File: src/rtl/alu_shift_pkg.sv
// Shared definitions for the sequential shifter: op encodings, FSM states
// and the bit-reversal helper used to run left shifts on a right-only path.
package alu_shift_pkg;

  localparam logic [1:0] OP_SRL = 2'b00;
  localparam logic [1:0] OP_SRA = 2'b01;
  localparam logic [1:0] OP_SLL = 2'b10;
  localparam logic [1:0] OP_ROR = 2'b11;

  typedef enum logic [1:0] {
    ST_IDLE  = 2'd0,
    ST_SHIFT = 2'd1,
    ST_DONE  = 2'd2
  } state_t;

  // Mirror a 32-bit word so a left shift becomes a right shift.
  function automatic logic [31:0] reverse32(input logic [31:0] value);
    logic [31:0] mirrored;
    for (int i = 0; i < 32; i++) begin
      mirrored[i] = value[31 - i];
    end
    return mirrored;
  endfunction

endpackage

File: src/rtl/shift_carry_right_32.sv
// Combinational rotate-right-by-one stage; also exposes the bit that left
// the low end so callers can track the last shifted-out bit.
module shift_carry_right_32 (
  input  logic [31:0] in_data,
  output logic [31:0] out_data,
  output logic        shifted_out
);

  assign out_data    = {in_data[0], in_data[31:1]};
  assign shifted_out = in_data[0];

endmodule

File: src/rtl/alu_shift_seq.sv
// Multi-cycle barrel-free shifter: performs SRL/SRA/SLL/ROR one bit per
// clock using a single rotate-right stage. Left shifts run on a
// bit-reversed copy of the operand and are reversed back on completion.
module alu_shift_seq
  import alu_shift_pkg::*;
#(
  parameter int DATA_W = 32,
  parameter int AMT_W  = 5
) (
  input  logic              clk,
  input  logic              rst,
  input  logic              start,
  input  logic [1:0]        op,
  input  logic [DATA_W-1:0] a,
  input  logic [AMT_W-1:0]  amt,
  output logic              busy,
  output logic              done,
  output logic [DATA_W-1:0] result,
  output logic              carry
);

  state_t             state, state_n;
  logic [1:0]         op_q, op_n;
  logic               sign_q, sign_n;
  logic [AMT_W-1:0]   count, count_n;
  logic [DATA_W-1:0]  work, work_n;
  logic               last_out, last_n;
  logic [DATA_W-1:0]  result_n;
  logic               carry_n;
  logic [DATA_W-1:0]  rotated;
  logic               step_out;
  logic [DATA_W-1:0]  stepped;

  shift_carry_right_32 u_step (
    .in_data     (work),
    .out_data    (rotated),
    .shifted_out (step_out)
  );

  // Apply the per-op override of the bit that wrapped into position 31.
  always_comb begin
    stepped = rotated;
    case (op_q)
      OP_SRL:  stepped[DATA_W-1] = 1'b0;
      OP_SLL:  stepped[DATA_W-1] = 1'b0;
      OP_SRA:  stepped[DATA_W-1] = sign_q;
      OP_ROR:  stepped[DATA_W-1] = rotated[DATA_W-1];
      default: stepped[DATA_W-1] = 1'b0;
    endcase
  end

  // Next-state and datapath update; result/carry load only when entering DONE.
  always_comb begin
    state_n  = state;
    op_n     = op_q;
    sign_n   = sign_q;
    count_n  = count;
    work_n   = work;
    last_n   = last_out;
    result_n = result;
    carry_n  = carry;
    case (state)
      ST_IDLE: begin
        if (start) begin
          op_n   = op;
          sign_n = a[DATA_W-1];
          if (op == OP_SLL) begin
            work_n = reverse32(a);
          end else begin
            work_n = a;
          end
          if (amt != {AMT_W{1'b0}}) begin
            count_n = amt;
            state_n = ST_SHIFT;
          end else begin
            count_n  = {AMT_W{1'b0}};
            last_n   = 1'b0;
            result_n = a;
            carry_n  = 1'b0;
            state_n  = ST_DONE;
          end
        end else begin
          state_n = ST_IDLE;
        end
      end
      ST_SHIFT: begin
        work_n  = stepped;
        last_n  = step_out;
        count_n = count - AMT_W'(1);
        if (count == AMT_W'(1)) begin
          state_n = ST_DONE;
          carry_n = step_out;
          if (op_q == OP_SLL) begin
            result_n = reverse32(stepped);
          end else begin
            result_n = stepped;
          end
        end else begin
          state_n = ST_SHIFT;
        end
      end
      ST_DONE: begin
        state_n = ST_IDLE;
      end
      default: begin
        state_n = ST_IDLE;
      end
    endcase
  end

  // State, datapath and registered status outputs; reset clears everything.
  always_ff @(posedge clk or posedge rst) begin
    if (rst) begin
      state    <= ST_IDLE;
      op_q     <= OP_SRL;
      sign_q   <= 1'b0;
      count    <= {AMT_W{1'b0}};
      work     <= {DATA_W{1'b0}};
      last_out <= 1'b0;
      result   <= {DATA_W{1'b0}};
      carry    <= 1'b0;
      busy     <= 1'b0;
      done     <= 1'b0;
    end else begin
      state    <= state_n;
      op_q     <= op_n;
      sign_q   <= sign_n;
      count    <= count_n;
      work     <= work_n;
      last_out <= last_n;
      result   <= result_n;
      carry    <= carry_n;
      busy     <= (state_n != ST_IDLE);
      done     <= (state_n == ST_DONE);
    end
  end

endmodule
File: config.mk
export PLATFORM = sky130hd
export DESIGN_NAME = alu_shift_seq
export DESIGN_NICKNAME = d
export VERILOG_FILES = /design/src/rtl/alu_shift_pkg.sv /design/src/rtl/shift_carry_right_32.sv /design/src/rtl/alu_shift_seq.sv
export SDC_FILE = /design/constraint.sdc
export NUM_CORES = 1
export LEC_CHECK = 0
export ABC_AREA = 1
export CAP_MARGIN = 20
export CORE_UTILIZATION = 49
export CTS_CLUSTER_SIZE = 28
export DETAILED_ROUTE_END_ITERATION = 12
export GPL_ROUTABILITY_DRIVEN = 0
export PLACE_DENSITY = 0.77
export SYNTH_ARGS = -nofsm -noshare
export SYNTH_HDL_FRONTEND = slang
export SYNTH_SLANG_ARGS = --single-unit
File: constraint.sdc
create_clock -name clk -period 2.1 [get_ports clk]
set_input_delay 0.21 -clock clk [delete_from_list [all_inputs] [get_ports clk]]
set_output_delay 0.21 -clock clk [all_outputs]
set_load 0.1 [all_outputs]
==> results.ini, run 1 <==
[sta]
max_freq_mhz=538
period_minus_slack_ns=1.86
report.final.slew_viol_count=0
grt_setup_unrepaired=no
worst_pin_slew_ns=0.603
final.setup.tns_ns=0
final-hold-violation-count=0
timing.final.crit_share_pct=88.5
fin_skew_ns=0.0126
slew_headroom_pct=59.7
timing.final.setup_violations=0

[critical_path]
slowest_stage=nand2_4
cpLargestDelayFamily=simple AND/OR/NAND/NOR gates
timing.critical_path.to_type=register
ff2ff_path_depth=8
worstPathRequired_ns=2.39
worstReg2RegEnd=result[26]
crit_path_category=register to register
crit-reg2reg-launch=count[1]
reg2reg_setup_slack_ns=0.24
critPathBufInv=1
crit_path_frequent_cell=nand2_1
crit_path_start_kind=register
cpPeakStageDelay_ns=0.38
critical_path_arrival_ns=2.14
path_cells=inv_1, ha_1, nand2_1, nor2_2, nand2_2, nand2_4, nand2_1, nand2_1
worst-path-max-fanout=33

[clock_tree]
cts_root_buffer=clkbuf_8
cts_htree_levels=3
post_cts.repair.setup_buffers=0
insertion_delay_ns=0.35
cts_tree=yes
clkSlewWorstSetupHoldPaths_ns=0.09
clockBufferDepth=2
holdBufCountCts=0
clock_sink_count=77
cts-buffers-inserted=9
post_cts_resize_count=0

[synth]
post-synth-top-area-cell=dfrtp_1
synth.yosys.seq_area_share_pct=42.2
avgSynthCellArea_um2=6.93
synth_area_leaders=dfrtp_1 42%, nand2_1 23%, nand3_1 15%
synth_enable_flop_cells=0
syn-num-nets=703
synth.yosys.warnings=0
postSynth.asyncResetShare_pct=100
synthFlopType=dfrtp_1
most_instantiated_cells_after_synthesis=283 x nand2_1, 134 x nand3_1, 77 x dfrtp_1
netlist_instances=659
synth_top_area_share_pct=42.2
synth.cell_area_um2=4570
synth.distinct_cells=23
synth.most_common_cell=nand2_1
synth-seq-cells=77

[drt]
avgViaCountPerCell=5.54
drc=5
routed_wl_mm=12.0
ant_nets=0
drtIter0Drc=416
routedWlPerCell_um=14.5
route.vias.total=4607
drt-pass1-iter-count=10

[floorplan]
die_y_um=98.5
initial_cell_density_of_the_core_pct=51.4
die-width_um=98.5
rows=34
die-area_um2=9710
core_region_area_um2=8890
ios=77

[grt]
grt_usage_pct=26.3
grt_pass1_vias=4222
global_route_wire_length_before_repair_mm=20.4
grt_antenna_before_repair=0
globalRouteOverflowTotal=0
grt_start_max_net_pins=78

[cells_and_area]
layout-drive-gt1-share_pct=11.3
diodes=0
fin_util_pct=61.8
area_growth_syn_to_layout_pct=20.4
final_net_count=762

[run]
drv.max_cap_violation_count=0

[status]
violations=design-rule violations
run_status=finished, violations left

[placed_design]
port_buffers=76
dp.final_hpwl_mm=8.39

[worst_hold_path]
hp-class=input pin to async pin

==> cell families (layout without fill, tap and decap cells) <==
logic type | count (synthesis) | count (layout) | share of synthesized area (%)
DFF | 77 | 77 | 42.2
adders and majority gates | 2 | 2 | 0.548
buffers and inverters | 106 | 170 | 10.5
AOI/OAI and AO/OA | 40 | 40 | 6.25
and+or+nand+nor | 434 | 434 | 40.5
==> tightest hold or removal path: cells and delay by family <==
kind	cells	cell delay, ns
buffers and inverters	3	0.87
==> how the worst max path moves through the flow <==
| stage | start | end | slack [ns] | depth (start not counted) |
|---|---|---|---|---|
| 2_1_floorplan | count[1] | result[0] | 0.75 | 8 |
| 3_3_place_gp | start | result[4] | 0.32 | 7 |
| 3_5_place_dp | start | result[26] | 0.28 | 7 |
| 4_1_cts | count[1] | result[26] | 0.26 | 8 |
| 5_1_grt | count[1] | result[6] | 0.05 | 8 |
| 6_report | count[1] | result[26] | 0.24 | 8 |
==> placed cells by master (no fill, tap or decap) <==
cell,synthesis,layout
clkinvlp_4,0,1
buf_4,6,49
o22ai_1,1,1
or2_1,1,1
buf_12,0,1
nor2_1,6,5
ha_1,2,2
bufinv_16,0,2
nor2_2,1,2
nand3_1,134,134
inv_1,58,57
inv_2,5,5
clkinv_2,0,1
nor2_4,3,3
o21ai_1,2,2
clkbuf_8,0,11
nand4_1,1,1
clkinv_4,0,2
o211ai_1,32,32
dfrtp_1,77,77
o21ai_0,4,4
nand2_2,3,3
nand2_4,2,2
clkdlybuf4s50_1,0,41
nand2_1,283,283
o221ai_1,1,1
==> registers in the layout, indices dropped and copies added, names as in the netlist <==
register and cells:
op_q 2, carry 1, result 32, state 2, sign_q 1, busy 1
work 32, done 1, count 5
==> layout make-up <==
| type | instances | area [µm²] |
|---|---|---|
| flip-flops and latches | 77 | 1930 |
| fillers | 815 | 3390 |
| repair buffers | 91 | 798 |
| multi-input cells | 476 | 2160 |
| clock inverters | 5 | 82.6 |
| inverters | 63 | 240 |
| clock buffers | 11 | 151 |
| well taps | 108 | 135 |
==> routing by layer <==
layer  track usage [%]  vias to the layer above  part of all wire (%)
met5                 0                        -                     0
met4              6.77                        0                   1.3
met3              3.40                       21                   6.5
met2              40.5                      209                    46
met1              39.1                     2153                    47
li1                  -                     2224                     -
==> through the flow <==
step	setup slack, ns	area [µm²]	hold WS [ns]	instances
5_1_grt	0.0497	5500	0.382	831
6_report	0.241	5500	0.313	831
4_1_cts	0.258	5500	0.339	831
2_1_floorplan	0.750	4570	0.331	659
3_3_place_gp	0.315	5260	0.478	815
3_5_place_dp	0.277	5260	0.489	815
Power of run 1 is left out: the tool's default activity adds up to more than one toggle a clock period on the data nets, which glitch-free logic cannot reach.
==> inputs of run 2 (changes only) <==
--- a/config.mk
+++ b/config.mk
@@ -6,7 +6,7 @@
 export NUM_CORES = 1
 export LEC_CHECK = 0
 export ABC_AREA = 1
-export CAP_MARGIN = 20
+export CAP_MARGIN = 15
 export CORE_UTILIZATION = 49
 export CTS_CLUSTER_SIZE = 28
 export DETAILED_ROUTE_END_ITERATION = 12
==> results of run 2 <==
Same layout as run 1: the final DEF is identical, and so are final timing and power.
Power of run 2 is left out for the same reason.
